File: src/rtl/sobel_grad_sq_stream.sv
// -----------------------------------------------------------------------------
// sobel_grad_sq_stream
//
// This is a streaming Sobel gradient stage. It takes 8-bit pixels in raster
// order and builds a 3x3 window from two line buffers. For every interior
// pixel it emits
//   R = (|Gx|>>2)^2 + (|Gy|>>2)^2
// saturated to 16 bits. R is the operand of the downstream square-root stage.
//
// Pipeline:
//   S0  accept pixel, shift window, read/write line buffers
//   S1  Gx / Gy register
//   S2  square, sum, saturate into the output register
// The stall is global: every stage and the position counters freeze while an
// output is waiting on r_ready.
//
// Parameters: IMG_W, IMG_H (pixels per line / lines per frame, each >= 3)
//
// Ports:
//   clk        rising-edge clock
//   rst_n      asynchronous active-low reset
//   pix_in     8-bit input pixel
//   pix_sof    first pixel of a frame (forces position (0,0))
//   pix_valid  pix_in valid
//   pix_ready  block can accept a pixel
//   r_out      saturated gradient magnitude squared
//   r_valid    r_out valid
//   r_ready    downstream accepts r_out
//   r_last     final output of the frame (centre IMG_H-2, IMG_W-2)
//   sat_cnt    (only with SOBEL_SAT_CNT_EN) count of saturated outputs
//
// Optional feature macro: SOBEL_SAT_CNT_EN
// -----------------------------------------------------------------------------
module sobel_grad_sq_stream #(
  parameter int IMG_W = 64,
  parameter int IMG_H = 64
) (
  input  logic        clk,
  input  logic        rst_n,
  input  logic [7:0]  pix_in,
  input  logic        pix_sof,
  input  logic        pix_valid,
  output logic        pix_ready,
  output logic [15:0] r_out,
  output logic        r_valid,
  input  logic        r_ready,
  output logic        r_last
`ifdef SOBEL_SAT_CNT_EN
  ,
  output logic [15:0] sat_cnt
`endif
);

  localparam int CW = $clog2(IMG_W);
  localparam int RW = $clog2(IMG_H);
  localparam logic [CW-1:0] COL_MAX = CW'(IMG_W - 1);
  localparam logic [RW-1:0] ROW_MAX = RW'(IMG_H - 1);
  localparam logic [CW-1:0] COL_TWO = CW'(2);
  localparam logic [RW-1:0] ROW_TWO = RW'(2);

  logic en;
  logic accept;

  assign en        = !(r_valid && !r_ready);
  assign pix_ready = en;
  assign accept    = pix_valid && en;

  // ---------------------------------------------------------------------------
  // Position counters. pix_sof overrides the counters for the current pixel,
  // so the effective position drives every decision that is made at accept.
  // ---------------------------------------------------------------------------
  logic [CW-1:0] col;
  logic [CW-1:0] eff_col;
  logic [RW-1:0] row;
  logic [RW-1:0] eff_row;

  // NOTE: every signal written in always_comb gets a value on every path,
  //       which keeps the block free of inferred latches.
  always_comb begin
    eff_col = col;
    eff_row = row;
    if (pix_sof) begin
      eff_col = '0;
      eff_row = '0;
    end
  end

  // NOTE: sequential state uses non-blocking assignments, so every register
  //       samples the pre-edge values of the others.
  always_ff @(posedge clk or negedge rst_n) begin
    if (!rst_n) begin
      col <= '0;
      row <= '0;
    end else if (accept) begin
      if (eff_col == COL_MAX) begin
        col <= '0;
        row <= (eff_row == ROW_MAX) ? '0 : eff_row + RW'(1);
      end else begin
        col <= eff_col + CW'(1);
        row <= eff_row;
      end
    end
  end

  // ---------------------------------------------------------------------------
  // Line buffers. lb_old holds row-2 and lb_mid holds row-1 at each column.
  // ---------------------------------------------------------------------------
  logic [7:0] lb_old [IMG_W];
  logic [7:0] lb_mid [IMG_W];

  // NOTE: the line buffers are plain memories without a reset. Their contents
  //       only reach the output from row 2 onwards, and by then this frame
  //       has overwritten them.
  always_ff @(posedge clk) begin
    if (accept) begin
      lb_old[eff_col] <= lb_mid[eff_col];
      lb_mid[eff_col] <= pix_in;
    end
  end

  // ---------------------------------------------------------------------------
  // S0: 3x3 window, win[row offset][col offset], index 2 = newest.
  // ---------------------------------------------------------------------------
  logic [7:0] win [3][3];
  logic       v0;
  logic       last0;

  always_ff @(posedge clk or negedge rst_n) begin
    if (!rst_n) begin
      for (int i = 0; i < 3; i++)
        for (int j = 0; j < 3; j++)
          win[i][j] <= '0;
      v0    <= 1'b0;
      last0 <= 1'b0;
    end else if (en) begin
      if (accept) begin
        for (int i = 0; i < 3; i++) begin
          win[i][0] <= win[i][1];
          win[i][1] <= win[i][2];
        end
        win[0][2] <= lb_old[eff_col];
        win[1][2] <= lb_mid[eff_col];
        win[2][2] <= pix_in;
      end
      v0    <= accept && (eff_row >= ROW_TWO) && (eff_col >= COL_TWO);
      last0 <= accept && (eff_row == ROW_MAX) && (eff_col == COL_MAX);
    end
  end

  // ---------------------------------------------------------------------------
  // S1: Sobel gradients, kept at full 11-bit signed precision.
  // ---------------------------------------------------------------------------
  logic [9:0]         gx_pos, gx_neg, gy_pos, gy_neg;
  logic signed [10:0] gx_c, gy_c;
  logic signed [10:0] gx, gy;
  logic               v1;
  logic               last1;

  always_comb begin
    gx_pos = {2'b0, win[0][2]} + {1'b0, win[1][2], 1'b0} + {2'b0, win[2][2]};
    gx_neg = {2'b0, win[0][0]} + {1'b0, win[1][0], 1'b0} + {2'b0, win[2][0]};
    gy_pos = {2'b0, win[2][0]} + {1'b0, win[2][1], 1'b0} + {2'b0, win[2][2]};
    gy_neg = {2'b0, win[0][0]} + {1'b0, win[0][1], 1'b0} + {2'b0, win[0][2]};
    gx_c   = $signed({1'b0, gx_pos}) - $signed({1'b0, gx_neg});
    gy_c   = $signed({1'b0, gy_pos}) - $signed({1'b0, gy_neg});
  end

  always_ff @(posedge clk or negedge rst_n) begin
    if (!rst_n) begin
      gx    <= '0;
      gy    <= '0;
      v1    <= 1'b0;
      last1 <= 1'b0;
    end else if (en) begin
      gx    <= gx_c;
      gy    <= gy_c;
      v1    <= v0;
      last1 <= last0;
    end
  end

  // ---------------------------------------------------------------------------
  // S2: magnitude, square, sum, saturate. |G| <= 1020, so ax/ay <= 255 and
  // S <= 130050. S therefore exceeds 65535 exactly when bit 16 is set.
  // ---------------------------------------------------------------------------
  logic [10:0] mag_x, mag_y;
  logic [16:0] ax_w, ay_w;
  logic [16:0] sq_sum;
  logic        sat;
  logic [15:0] r_next;

  always_comb begin
    mag_x  = gx[10] ? 11'(-gx) : 11'(gx);
    mag_y  = gy[10] ? 11'(-gy) : 11'(gy);
    ax_w   = {9'b0, 8'(mag_x >> 2)};
    ay_w   = {9'b0, 8'(mag_y >> 2)};
    sq_sum = ax_w * ax_w + ay_w * ay_w;
    sat    = sq_sum[16];
    r_next = sat ? 16'hFFFF : sq_sum[15:0];
  end

  always_ff @(posedge clk or negedge rst_n) begin
    if (!rst_n) begin
      r_valid <= 1'b0;
      r_out   <= '0;
      r_last  <= 1'b0;
    end else if (en) begin
      r_valid <= v1;
      r_last  <= v1 && last1;
      if (v1) r_out <= r_next;
    end
  end

`ifdef SOBEL_SAT_CNT_EN
  // The saturation flag travels with r_out so that the count follows the
  // output handshake rather than the computation.
  logic r_sat;

  always_ff @(posedge clk or negedge rst_n) begin
    if (!rst_n) begin
      r_sat <= 1'b0;
    end else if (en) begin
      r_sat <= v1 && sat;
    end
  end

  always_ff @(posedge clk or negedge rst_n) begin
    if (!rst_n) begin
      sat_cnt <= '0;
    end else if (accept && pix_sof) begin
      sat_cnt <= '0;
    end else if (r_valid && r_ready && r_sat && (sat_cnt != 16'hFFFF)) begin
      sat_cnt <= sat_cnt + 16'd1;
    end
  end
`endif

endmodule

File: config.mk
export PLATFORM = sky130hd
export DESIGN_NAME = sobel_grad_sq_stream
export DESIGN_NICKNAME = d
export VERILOG_FILES = /design/src/rtl/sobel_grad_sq_stream.sv
export SDC_FILE = /design/constraint.sdc
export NUM_CORES = 2
export LEC_CHECK = 0
export ABC_AREA = 1
export BUFFER_PORTS_ARGS = -buffer_cell sky130_fd_sc_hd__buf_2
export CAP_MARGIN = 15
export CORE_AREA = 2 2 305 307
export CTS_CLUSTER_SIZE = 30
export DETAILED_ROUTE_END_ITERATION = 7
export DIE_AREA = 0 0 307 309
export PLACE_DENSITY = 0.75
export SLEW_MARGIN = 20
export SYNTH_ARGS = -nofsm -noshare
export SYNTH_HDL_FRONTEND = slang
export SYNTH_SLANG_ARGS = --single-unit
File: constraint.sdc
create_clock -name clk -period 13.3 [get_ports clk]
set_input_delay 2.66 -clock clk [delete_from_list [all_inputs] [get_ports clk]]
set_output_delay 2.66 -clock clk [all_outputs]
set_load 0.005 [all_outputs]
==> out/metrics.cfg <==
[worst_setup_path]
crit_path_max_fanout = 78
arrival_ps = 7630
crit_required_ps = 13780
path_delay_family = buffers and inverters
cp-end-kind = register
worstSetupStartpointType = primary input
path_class = primary input to register
worst-path-buf-inv = 6
cp_slowest_stage_delay_ps = 640
slowest_stage = buf_4
worst_path_most_repeated_cell = nand2_1
path_cells = buf_2 > inv_2 > nand2_8 > buf_4 > inv_6 > buf_4 > nand2_1 > nand2_1 > nand2_1 > nand2_1 > nand2_1 > nand2_1 > nor2_1 > nand2_2 > buf_4

[global_route]
antenna_found_initial = 2
gr-usage-met2_pct = 49.5
grt_max_degree = 150
grt_pass1_wl_microns = 220000
grt-ovfl-total = 0
grt_util_met3_pct = 6.21
grt_pass1_vias = 36939
grt_usage_pct = 31.1
grt.busiest_layer = met2
grt_use_met1_pct = 41.0

[clocking]
insertion_delay_ps = 740
clkSinkCount = 1152
cts.reportedPaths.clkPinSlew_ps = 60
ctsHoldBuffers = 0
clockRootBuffer = clkbuf_16
cts_setup_buffers = 0
h-tree-depth = 3
cts-resized-gates = 0
cts_buffer_depth = 3
cts_tree = built
numCtsBuffers = 114

[sta]
setup_viol_count_final = 0
relSlewSlack_pct = 30.4
slew_viol_final = 0
final.setup.tns_ps = 0
min_period_ps = 7150
clock_skew_ps = 51.5
holdWs_ps = 470
fin_crit_sh_pct = 53.8
hold_viol_final = 0
max_slew.worst_pin.slew_ps = 1040
rsz0062_at_grt = false
fmax_mhz = 140

[floorplanning]
die_x_microns = 307
initial_utilization_pct = 59.5
io_pins = 32
die_area_sq_mm = 0.0949
die_y_microns = 309
coreArea_sq_mm = 0.0914
rows = 111

[logic_synthesis]
yosysTopAreaCell = edfxtp_1
synthTopCellsByArea = edfxtp_1, nand2_1, dfrtp_1, fa_1, inv_1
ys_types = 40
synth_most_common_cell = nand2_1
ys_warn_count = 0
synth_top_area_share_pct = 56.5
synth_commonest_cells = nand2_1, edfxtp_1, inv_1
synthArstFlopShare_pct = 11.1
synthCells = 5404
synth_seq_cells = 1152
synth_nets = 5636
synth-seq-area-share_pct = 62.4
avgSynthCellArea_sq_um = 10.1
ys.flop_type = edfxtp_1
synth_edf_count = 1024
synthesis.area_sq_mm = 0.0544

[detailed_routing]
totalWireLength_microns = 146000
viasPerCell = 5.69
drt_iter0_drc = 4689
wl_per_cell_microns = 21.7
antenna_left = 0
vias = 38246
drc = 0
drt_first_pass_iters = 8

[placement]
portBuffers = 31
postPlaceCellArea_sq_mm = 0.0559
placed_cells = 6509
gp_congestion = 0.957
dpl.hpwl_microns = 86300

[status]
outcome = finished clean

[final_layout]
num-fill-cells = 6934
fin_cells = 6720
layout-drive-gt1-share_pct = 6.71
seq_area_sq_mm = 0.0340
fin_area_sq_mm = 0.0596
areaGrowthSynthToFinish_pct = 9.64
num-nets-final = 5671
multi_input_area_sq_mm = 0.0173

[min_path]
hold_class = register to register

[flow_run]
drv_cap = 0

-- final timing paths --
| path | start | slack, ps | cells after the start | end |
|---|---|---|---|---|
| setup / recovery | pix_sof | 6150 | 15 | lb_old[49][2] |
| hold / removal | win[36] | 470 | 2 | win[44] |
| setup reg to reg | gy[2] | 6530 | 25 | r_out[3] |
| hold reg to reg | win[36] | 470 | 2 | win[44] |
| max in group asynchronous | rst_n | 10070 | 2 | col[0] |
| min in group asynchronous | rst_n | 2010 | 1 | r_out[1] |
-- registers in the layout (all words and copies together), names as in the netlist --
| signal | flops |
|---|---|
| col | 6 |
| gx | 11 |
| gy | 11 |
| last0 | 1 |
| last1 | 1 |
| lb_mid | 512 |
| lb_old | 512 |
| r_last | 1 |
| r_out | 16 |
| r_valid | 1 |
| row | 6 |
| v0 | 1 |
| v1 | 1 |
| win | 72 |
-- cell usage in the layout, fill, tap and decap left out, types with 7 or more instances in the layout --
master / count
nand2_1: 2421
edfxtp_1: 1024
inv_1: 561
nand3_1: 242
nor2_1: 218
fa_1: 138
dfrtp_1: 127
clkbuf_16: 114
buf_4: 113
ha_1: 81
o211ai_1: 77
o21ai_0: 74
a21oi_1: 31
buf_2: 30
xor2_1: 28
clkinv_1: 25
clkbuf_1: 23
or2_2: 22
clkinv_2: 20
nand3b_1: 18
nand4_1: 16
o22ai_1: 12
bufinv_16: 12
nor3_1: 10
xnor2_1: 10
nor2_4: 8
nor2_2: 8
inv_2: 7
nand2_2: 7
-- worst reg2reg max path, delay by kind of cell, from the launching register on --
family,cells,cell delay (ps)
AO/OA/AOI/OAI,4,740
adder cells (fa/ha/maj),7,3340
AND/OR/NAND/NOR,11,1880
flip-flops,1,370
buffers and inverters,3,310
-- per-layer routing --
layer / routed length [microns] / part of all wire, %
met1: 53700 / 37
met2: 67900 / 46
met3: 16100 / 11
met4: 8460 / 5.8
met5: 13 / 0.0089
-- stage by stage --
step	worst slack [ps]	util, %
2_1_floorplan	7390	-
3_3_place_gp	5660	61.2
4_1_cts	6310	65.2
6_report	6150	65.2
5_1_grt	5980	65.2
3_5_place_dp	5570	61.2
-- logic make-up (layout without fill, tap and decap cells) --
group	Yosys count	after routing	share of synthesized area [%]
flops	1152	1152	62.4
compound gates	217	217	2.46
fa+ha+maj	219	219	6.94
simple gates	2982	2982	21.6
xor+xnor	38	38	0.612
other cells	0	1	0
buf+inv	796	925	5.95
-- area by class of cell --
type / count / share of cell area (%)
antenna: 1 / 0.00420
clock buffer: 138 / 4.95
clock inverter: 72 / 1.24
inverter: 570 / 3.60
multi-input combinational: 3456 / 29.0
sequential: 1152 / 57.0
tap: 1186 / 2.49
timing repair buffer: 145 / 1.73
Power is not shown: default switching activity piles up to over one toggle a cycle in this logic, so the estimate is an artifact.
